==> src/rtl/input_capture_if.sv <==
// CPU register-port bundle for input_capture: byte-wide address/data with
// single-cycle read and write strobes.
interface input_capture_if;
  logic [7:0] cpu_addr;
  logic       cpu_rd;
  logic       cpu_wr;
  logic [7:0] cpu_din;
  logic [7:0] cpu_dout;

  modport master (output cpu_addr, cpu_rd, cpu_wr, cpu_din, input cpu_dout);
  modport slave  (input cpu_addr, cpu_rd, cpu_wr, cpu_din, output cpu_dout);
endinterface

==> src/rtl/input_capture.sv <==
// Frame-synchronous joystick snapshot with W1C press/release events and
// spinner position accumulation, exposed through an 8-bit CPU register port.
module input_capture #(
  parameter int CHANNELS   = 6,
  parameter int JOY_W      = 32,
  parameter int SPIN_ACC_W = 16
) (
  input  logic                      clk_sys,
  input  logic                      reset,
  input  logic                      vs,
  input  logic [CHANNELS*JOY_W-1:0] joystick,
  input  logic [CHANNELS*9-1:0]     spinner,
  input_capture_if.slave            cpu,
  output logic                      frame_irq
);

  localparam int JOY_BYTES = JOY_W / 8;

  logic        vs_q;
  logic        primed;
  logic [15:0] frame_cnt;
  logic        snap_evt;
  logic [2:0]  ch;
  logic [4:0]  off;
  logic [7:0]  global_byte;
  logic [7:0]  rd_byte;
  logic [7:0]  ch_byte [CHANNELS];

  assign snap_evt = vs & ~vs_q;
  assign ch       = cpu.cpu_addr[7:5];
  assign off      = cpu.cpu_addr[4:0];

  always_ff @(posedge clk_sys or posedge reset) begin
    if (reset) begin
      vs_q      <= 1'b0;
      primed    <= 1'b0;
      frame_cnt <= 16'h0000;
      frame_irq <= 1'b0;
    end else begin
      vs_q      <= vs;
      primed    <= 1'b1;
      frame_irq <= snap_evt;
      if (snap_evt)
        frame_cnt <= frame_cnt + 16'd1;
    end
  end

  genvar gi;
  generate
    for (gi = 0; gi < CHANNELS; gi++) begin : g_chan
      logic [JOY_W-1:0]      joy;
      logic [JOY_W-1:0]      snap_reg, pressed_reg, released_reg;
      logic [JOY_W-1:0]      pressed_next, released_next;
      logic [JOY_W-1:0]      p_clr, r_clr;
      logic [SPIN_ACC_W-1:0] spin_acc_reg, acc_base, delta;
      logic [8:0]            spin;
      logic                  spin_tq;
      logic                  wr_ch, toggle, spin_zero;
      logic [31:0]           snap_x, pressed_x, released_x;
      logic [15:0]           acc_x;

      assign joy   = joystick[gi*JOY_W +: JOY_W];
      assign spin  = spinner[gi*9 +: 9];
      assign wr_ch = cpu.cpu_wr && (ch == 3'(gi));

      always_comb begin
        p_clr = '0;
        r_clr = '0;
        for (int k = 0; k < JOY_BYTES; k++) begin
          if (wr_ch && off == 5'(4 + k)) p_clr[8*k +: 8] = cpu.cpu_din;
          if (wr_ch && off == 5'(8 + k)) r_clr[8*k +: 8] = cpu.cpu_din;
        end
      end

      // Clear first, then OR in new edges so a coincident edge survives the clear.
      assign pressed_next  = (pressed_reg  & ~p_clr) | (snap_evt ? (joy & ~snap_reg) : '0);
      assign released_next = (released_reg & ~r_clr) | (snap_evt ? (~joy & snap_reg) : '0);

      assign toggle    = primed && (spin[8] != spin_tq);
      assign spin_zero = wr_ch && (off == 5'h0C || off == 5'h0D);
      assign acc_base  = spin_zero ? '0 : spin_acc_reg;
      assign delta     = toggle ? SPIN_ACC_W'($signed(spin[7:0])) : '0;

      always_ff @(posedge clk_sys or posedge reset) begin
        if (reset) begin
          snap_reg     <= '0;
          pressed_reg  <= '0;
          released_reg <= '0;
          spin_acc_reg <= '0;
          spin_tq      <= 1'b0;
        end else begin
          if (snap_evt)
            snap_reg <= joy;
          pressed_reg  <= pressed_next;
          released_reg <= released_next;
          spin_tq      <= spin[8];
          spin_acc_reg <= acc_base + delta;
        end
      end

      // Zero-extend to the full register-map width so unused bytes read 0.
      assign snap_x     = 32'(snap_reg);
      assign pressed_x  = 32'(pressed_reg);
      assign released_x = 32'(released_reg);
      assign acc_x      = 16'(spin_acc_reg);

      always_comb begin
        ch_byte[gi] = 8'h00;
        case (off[4:2])
          3'd0: ch_byte[gi] = snap_x[{off[1:0], 3'b000} +: 8];
          3'd1: ch_byte[gi] = pressed_x[{off[1:0], 3'b000} +: 8];
          3'd2: ch_byte[gi] = released_x[{off[1:0], 3'b000} +: 8];
          3'd3: if (!off[1]) ch_byte[gi] = acc_x[{off[0], 3'b000} +: 8];
          default: ch_byte[gi] = 8'h00;
        endcase
      end
    end
  endgenerate

  always_comb begin
    global_byte = 8'h00;
    case (off)
      5'h00:   global_byte = frame_cnt[7:0];
      5'h01:   global_byte = frame_cnt[15:8];
      5'h02:   global_byte = {7'b0, vs_q};
      5'h03:   global_byte = 8'(CHANNELS);
      default: global_byte = 8'h00;
    endcase
  end

  always_comb begin
    rd_byte = 8'h00;
    if (ch == 3'd7) begin
      rd_byte = global_byte;
    end else begin
      for (int i = 0; i < CHANNELS; i++)
        if (ch == 3'(i)) rd_byte = ch_byte[i];
    end
  end

  // Registered read: sampled state is pre-update for any coincident write/event.
  always_ff @(posedge clk_sys or posedge reset) begin
    if (reset)
      cpu.cpu_dout <= 8'h00;
    else if (cpu.cpu_rd)
      cpu.cpu_dout <= rd_byte;
  end

endmodule
==> src/flat_wrapper.sv <==
// flat-port wrapper written by rule: the top's interface ports become plain ports
module input_capture_flat 
#(
  parameter int CHANNELS   = 6,
  parameter int JOY_W      = 32,
  parameter int SPIN_ACC_W = 16
)
  (clk_sys, reset, vs, joystick, spinner, frame_irq, cpu_cpu_addr, cpu_cpu_rd, cpu_cpu_wr, cpu_cpu_din, cpu_cpu_dout);
  input_capture_if cpu_i ();
  input  logic clk_sys;
  input  logic reset;
  input  logic vs;
  input  logic [CHANNELS*JOY_W-1:0] joystick;
  input  logic [CHANNELS*9-1:0] spinner;
  output logic frame_irq;
  input wire logic [$bits(cpu_i.cpu_addr)-1:0] cpu_cpu_addr;
  input wire logic [$bits(cpu_i.cpu_rd)-1:0] cpu_cpu_rd;
  input wire logic [$bits(cpu_i.cpu_wr)-1:0] cpu_cpu_wr;
  input wire logic [$bits(cpu_i.cpu_din)-1:0] cpu_cpu_din;
  output wire logic [$bits(cpu_i.cpu_dout)-1:0] cpu_cpu_dout;
  assign cpu_i.cpu_addr = cpu_cpu_addr;
  assign cpu_i.cpu_rd = cpu_cpu_rd;
  assign cpu_i.cpu_wr = cpu_cpu_wr;
  assign cpu_i.cpu_din = cpu_cpu_din;
  assign cpu_cpu_dout = cpu_i.cpu_dout;
  input_capture #(.CHANNELS(CHANNELS), .JOY_W(JOY_W), .SPIN_ACC_W(SPIN_ACC_W)) u_core (.clk_sys(clk_sys), .reset(reset), .vs(vs), .joystick(joystick), .spinner(spinner), .cpu(cpu_i), .frame_irq(frame_irq));
endmodule
==> config.mk <==
export PLATFORM = sky130hd
export DESIGN_NAME = input_capture_flat
export DESIGN_NICKNAME = d
export VERILOG_FILES = /design/src/rtl/input_capture_if.sv /design/src/rtl/input_capture.sv /design/src/flat_wrapper.sv
export SDC_FILE = /design/constraint.sdc
export NUM_CORES = 2
export LEC_CHECK = 0
export ABC_AREA = 1
export CAP_MARGIN = 20
export CORE_ASPECT_RATIO = 0.6
export CORE_MARGIN = 8
export CORE_UTILIZATION = 35
export CTS_CLUSTER_SIZE = 40
export DETAILED_ROUTE_END_ITERATION = 10
export PLACE_DENSITY = 0.6
export SETUP_SLACK_MARGIN = 0.02
export SYNTH_ARGS = -nofsm -noshare
export SYNTH_HDL_FRONTEND = slang
export SYNTH_SLANG_ARGS = --single-unit
==> constraint.sdc <==
create_clock -name clk_sys -period 31.5 [get_ports clk_sys]
set_input_delay 7.875 -clock clk_sys [delete_from_list [all_inputs] [get_ports clk_sys]]
set_output_delay 7.875 -clock clk_sys [all_outputs]
set_load 0.02 [all_outputs]
==> flow_summary.json <==
{
  "synth_seq_cells": 705,
  "routed-via-count": 33900,
  "crit_path_max_fanout": 32,
  "relSlewSlack": 0.247,
  "worst_path_cell_chain": "clkdlybuf4s50_1 > nand2_1 > nor2_2 > buf_4 > inv_2 > nor2_2 > inv_2 > nor2_2 > nor2_1 > ha_1 > fa_1 > a31oi_1 > o21ai_0 > nand2_1 > nand2_1 > nand2_1 > nand2_1 > nand3_1 > nand2_1 > xor2_1",
  "post_cts.resized_instances": 0,
  "grt_start_max_net_pins": 230,
  "clock_slew_seen_by_the_registers_of_the_worst_setup_and_hold_paths_ns": 0.06,
  "starting_density": 0.351,
  "wire_length_of_the_first_global_routing_pass_mm": 211,
  "drive_gt1_frac": 0.0439,
  "yosys_warnings": 0,
  "cp-start-kind": "primary input",
  "maximum_buffer_depth_of_the_clock_tree": 3,
  "fp.dieH_um": 266,
  "htreeDepth": 3,
  "cts-hold-fix-buffers": 0,
  "setup.worst_path.end_class": "flop",
  "final-hold-violation-count": 0,
  "cts-root-buf": "clkbuf_16",
  "clock-sinks": 705,
  "synth_ff_type": "dfrtp_1",
  "path_common_cell": "nand2_1",
  "r2r_slack_ns": 28.38,
  "min_period_over_period": 0.373,
  "timing.final.max_slew_violations": 0,
  "first_iter_violations": 4000,
  "max_cap_viol_count": 0,
  "leakagePower_nw": 18.0,
  "postRouteWirelength_mm": 142,
  "number_of_antenna_violations_at_the_first_check_in_global_routing": 3,
  "layout.cell_area.non_filler_mm2": 0.0431,
  "regToRegEndpoint": "u_core.g_chan[5].acc_x[13]$_DFF_PP0_",
  "core_mm2": 0.104,
  "route.antenna.remaining_nets": 0,
  "grt_pass1_vias": 32200,
  "insertion_delay_ns": 0.67,
  "worst-setup-path-type": "in2reg",
  "remaining_drc_errors": 0,
  "final_cells": 6151,
  "report.final.setup_viol": 0,
  "dieArea_mm2": 0.115,
  "max_clock_freq_mhz": 85.0,
  "average_via_count_per_standard_cell": 5.50,
  "synth_edf_count": 0,
  "post_syn_area_mm2": 0.0366,
  "worst_path_largest_cell_delay_ns": 0.61,
  "groute.usage.overall": 0.239,
  "worst-slew-pin-transition_ns": 1.13,
  "worst_hold_path.num_cells": 1,
  "critPathSlowestCell": "clkdlybuf4s50_1",
  "rr_startpoint": "u_core.primed$_DFF_PP0_",
  "final_gp_congestion": 0.925,
  "clock_tree_from_tritoncts": "yes",
  "dp_hpwl_mm": 95.6,
  "cp.required_ns": 32.05,
  "cts_inserted_buffers": 76,
  "synthesis.instances": 4508,
  "grt.overflow.total": 0,
  "core.rowCount": 92,
  "mappedNetlistNets": 4872,
  "final_net_count": 5044,
  "synth-seq-area-share": 0.482,
  "routedWlPerCell_um": 23.1,
  "layout_min_cycle_time_ns": 11.76,
  "run_status": "finished, final reports clean",
  "r2r.worst_path.cells": 14,
  "cts_setup_buffers": 0,
  "hold_ws_ns": 0.453,
  "proportion_of_register_bits_with_asynchronous_set_or_reset_after_synthesis": 1.00,
  "hp_start": "u_core.g_chan[3].snap_reg[19]$_DFFE_PP0P_",
  "layout_setup_ws_ns": 19.74,
  "synth.distinct_cells": 44,
  "pre_cts_ws_ns": 19.09,
  "post-place-cells": 6012,
  "place_area_mm2": 0.0405,
  "drt_pass1_iterations": 6,
  "final.setup_skew_ns": 0.0229,
  "min_delay_worst_endpoint": "u_core.g_chan[3].pressed_reg[19]$_DFF_PP0_",
  "ir_worst_vdd_mv": 0.0344,
  "area_delta_synth_final_pct": 17.8,
  "holdCritPathClass": "reg2reg",
  "power.density_cell_area_mw_per_mm2": 64.5,
  "arrival_ns": 12.31,
  "io_pins": 276,
  "port_buffers": 275,
  "fin_setup_tns_ns": 0,
  "rsz_0062_raised_after_global_routing": "no",
  "syn-mean-instance-area_um2": 8.12,
  "chipWidth_um": 433
}
## metrics by stage
step | util | total power [mW]
2_1_floorplan | - | 1.61
3_3_place_gp | 0.389 | 1.83
3_5_place_dp | 0.389 | 1.84
4_1_cts | 0.413 | 2.79
5_1_grt | 0.413 | 2.93
6_report | 0.413 | 2.78
## metal layers
layer | vias up | global-route usage | part of all wire
li1 | 15600 | - | -
met1 | 16400 | 0.349 | 0.45
met2 | 1639 | 0.344 | 0.41
met3 | 252 | 0.0525 | 0.090
met4 | 0 | 0.0890 | 0.041
met5 | - | 0 | 0
## report_power, final
part | leakage, nW | internal [mW] | switching [mW] | total [mW]
clock network | 1.25 | 0.547 | 0.398 | 0.944
registers | 7.38 | 1.06 | 0.0805 | 1.14
logic | 9.38 | 0.254 | 0.445 | 0.699
## critical path: cells and delay by family
family	cells	cell delay, ns
AND/OR/NAND/NOR	11	1.74
buffers and inverters	4	1.33
adder cells (fa/ha/maj)	2	0.74
AO/OA/AOI/OAI	2	0.45
XOR/XNOR	1	0.15
## cell type report
type,instances,area (µm²)
diodes,4,10.0
inverters,451,1710
fillers,10500,61200
clock inverters,17,249
flip-flops and latches,705,17600
clock buffers,118,2310
multi-input cells,3131,16300
well taps,1410,1760
repair buffers,315,3100
## synthesized netlist by cell type, drive strengths merged (3+ instances only)
| master | instances | area, µm² |
|---|---|---|
| nand2 | 1010 | 3800 |
| o21ai | 876 | 4380 |
| dfrtp | 705 | 17600 |
| inv | 451 | 1690 |
| nand3 | 267 | 1340 |
| nor2 | 237 | 940 |
| o31ai | 197 | 1480 |
| clkbuf | 129 | 487 |
| a21oi | 103 | 515 |
| buf | 92 | 495 |
| ha | 91 | 1140 |
| xor2 | 85 | 744 |
| o22ai | 83 | 519 |
| nor3 | 31 | 180 |
| nand4 | 24 | 150 |
| o221ai | 23 | 201 |
| a22oi | 19 | 143 |
| xnor2 | 19 | 166 |
| o21bai | 13 | 97.6 |
| a31oi | 9 | 56.3 |
| or2 | 7 | 43.8 |
| a21boi | 6 | 45.0 |
| fa | 6 | 120 |
| o2111ai | 6 | 52.6 |
| a221oi | 5 | 43.8 |
| nor3b | 5 | 37.5 |
| o211ai | 3 | 22.5 |
## cells by family after synthesis
kind of cell    Yosys count  synth area share
xor+xnor                104            0.0249
simple gates           1584             0.178
fa+ha+maj                97            0.0344
other cells               1          0.000102
buf+inv                 672            0.0731
compound gates         1345             0.207
flops                   705             0.482
## cells in the final DEF, fill, tap and decap left out, types with 7 or more instances in the layout
cell type / count
nor3_1: 26
buf_4: 36
nand2_1: 1004
o221ai_1: 23
clkbuf_8: 21
o21ai_1: 49
o21bai_1: 13
nand4_1: 24
or2_2: 7
o22ai_1: 83
a22oi_1: 19
inv_2: 15
dfrtp_1: 705
inv_1: 430
a31oi_1: 9
nor2_1: 222
clkbuf_1: 19
clkbuf_16: 78
nand3_1: 267
clkinv_2: 7
nor2_2: 9
clkdlybuf4s50_1: 275
o21ai_0: 827
ha_1: 91
xnor2_1: 19
a21oi_1: 103
o31ai_1: 197
xor2_1: 85
## worst max-delay path by stage
stage	from	end	slack, ns	cells after the start
floorplan	reset	u_core.cpu.cpu_dout[0]$_DFFE_PP0P_	3.85	1
global placement	reset	u_core.g_chan[1].pressed_reg[8]$_DFF_PP0_	19.02	6
detailed placement	reset	u_core.g_chan[3].pressed_reg[10]$_DFF_PP0_	19.09	6
CTS	reset	u_core.g_chan[3].snap_reg[10]$_DFFE_PP0P_	19.79	6
global route	reset	u_core.g_chan[1].released_reg[28]$_DFF_PP0_	19.26	6
finish	cpu_cpu_addr[3]	u_core.g_chan[0].acc_x[12]$_DFF_PP0_	19.74	20
Note: power is estimated with default switching activity, not from simulation.
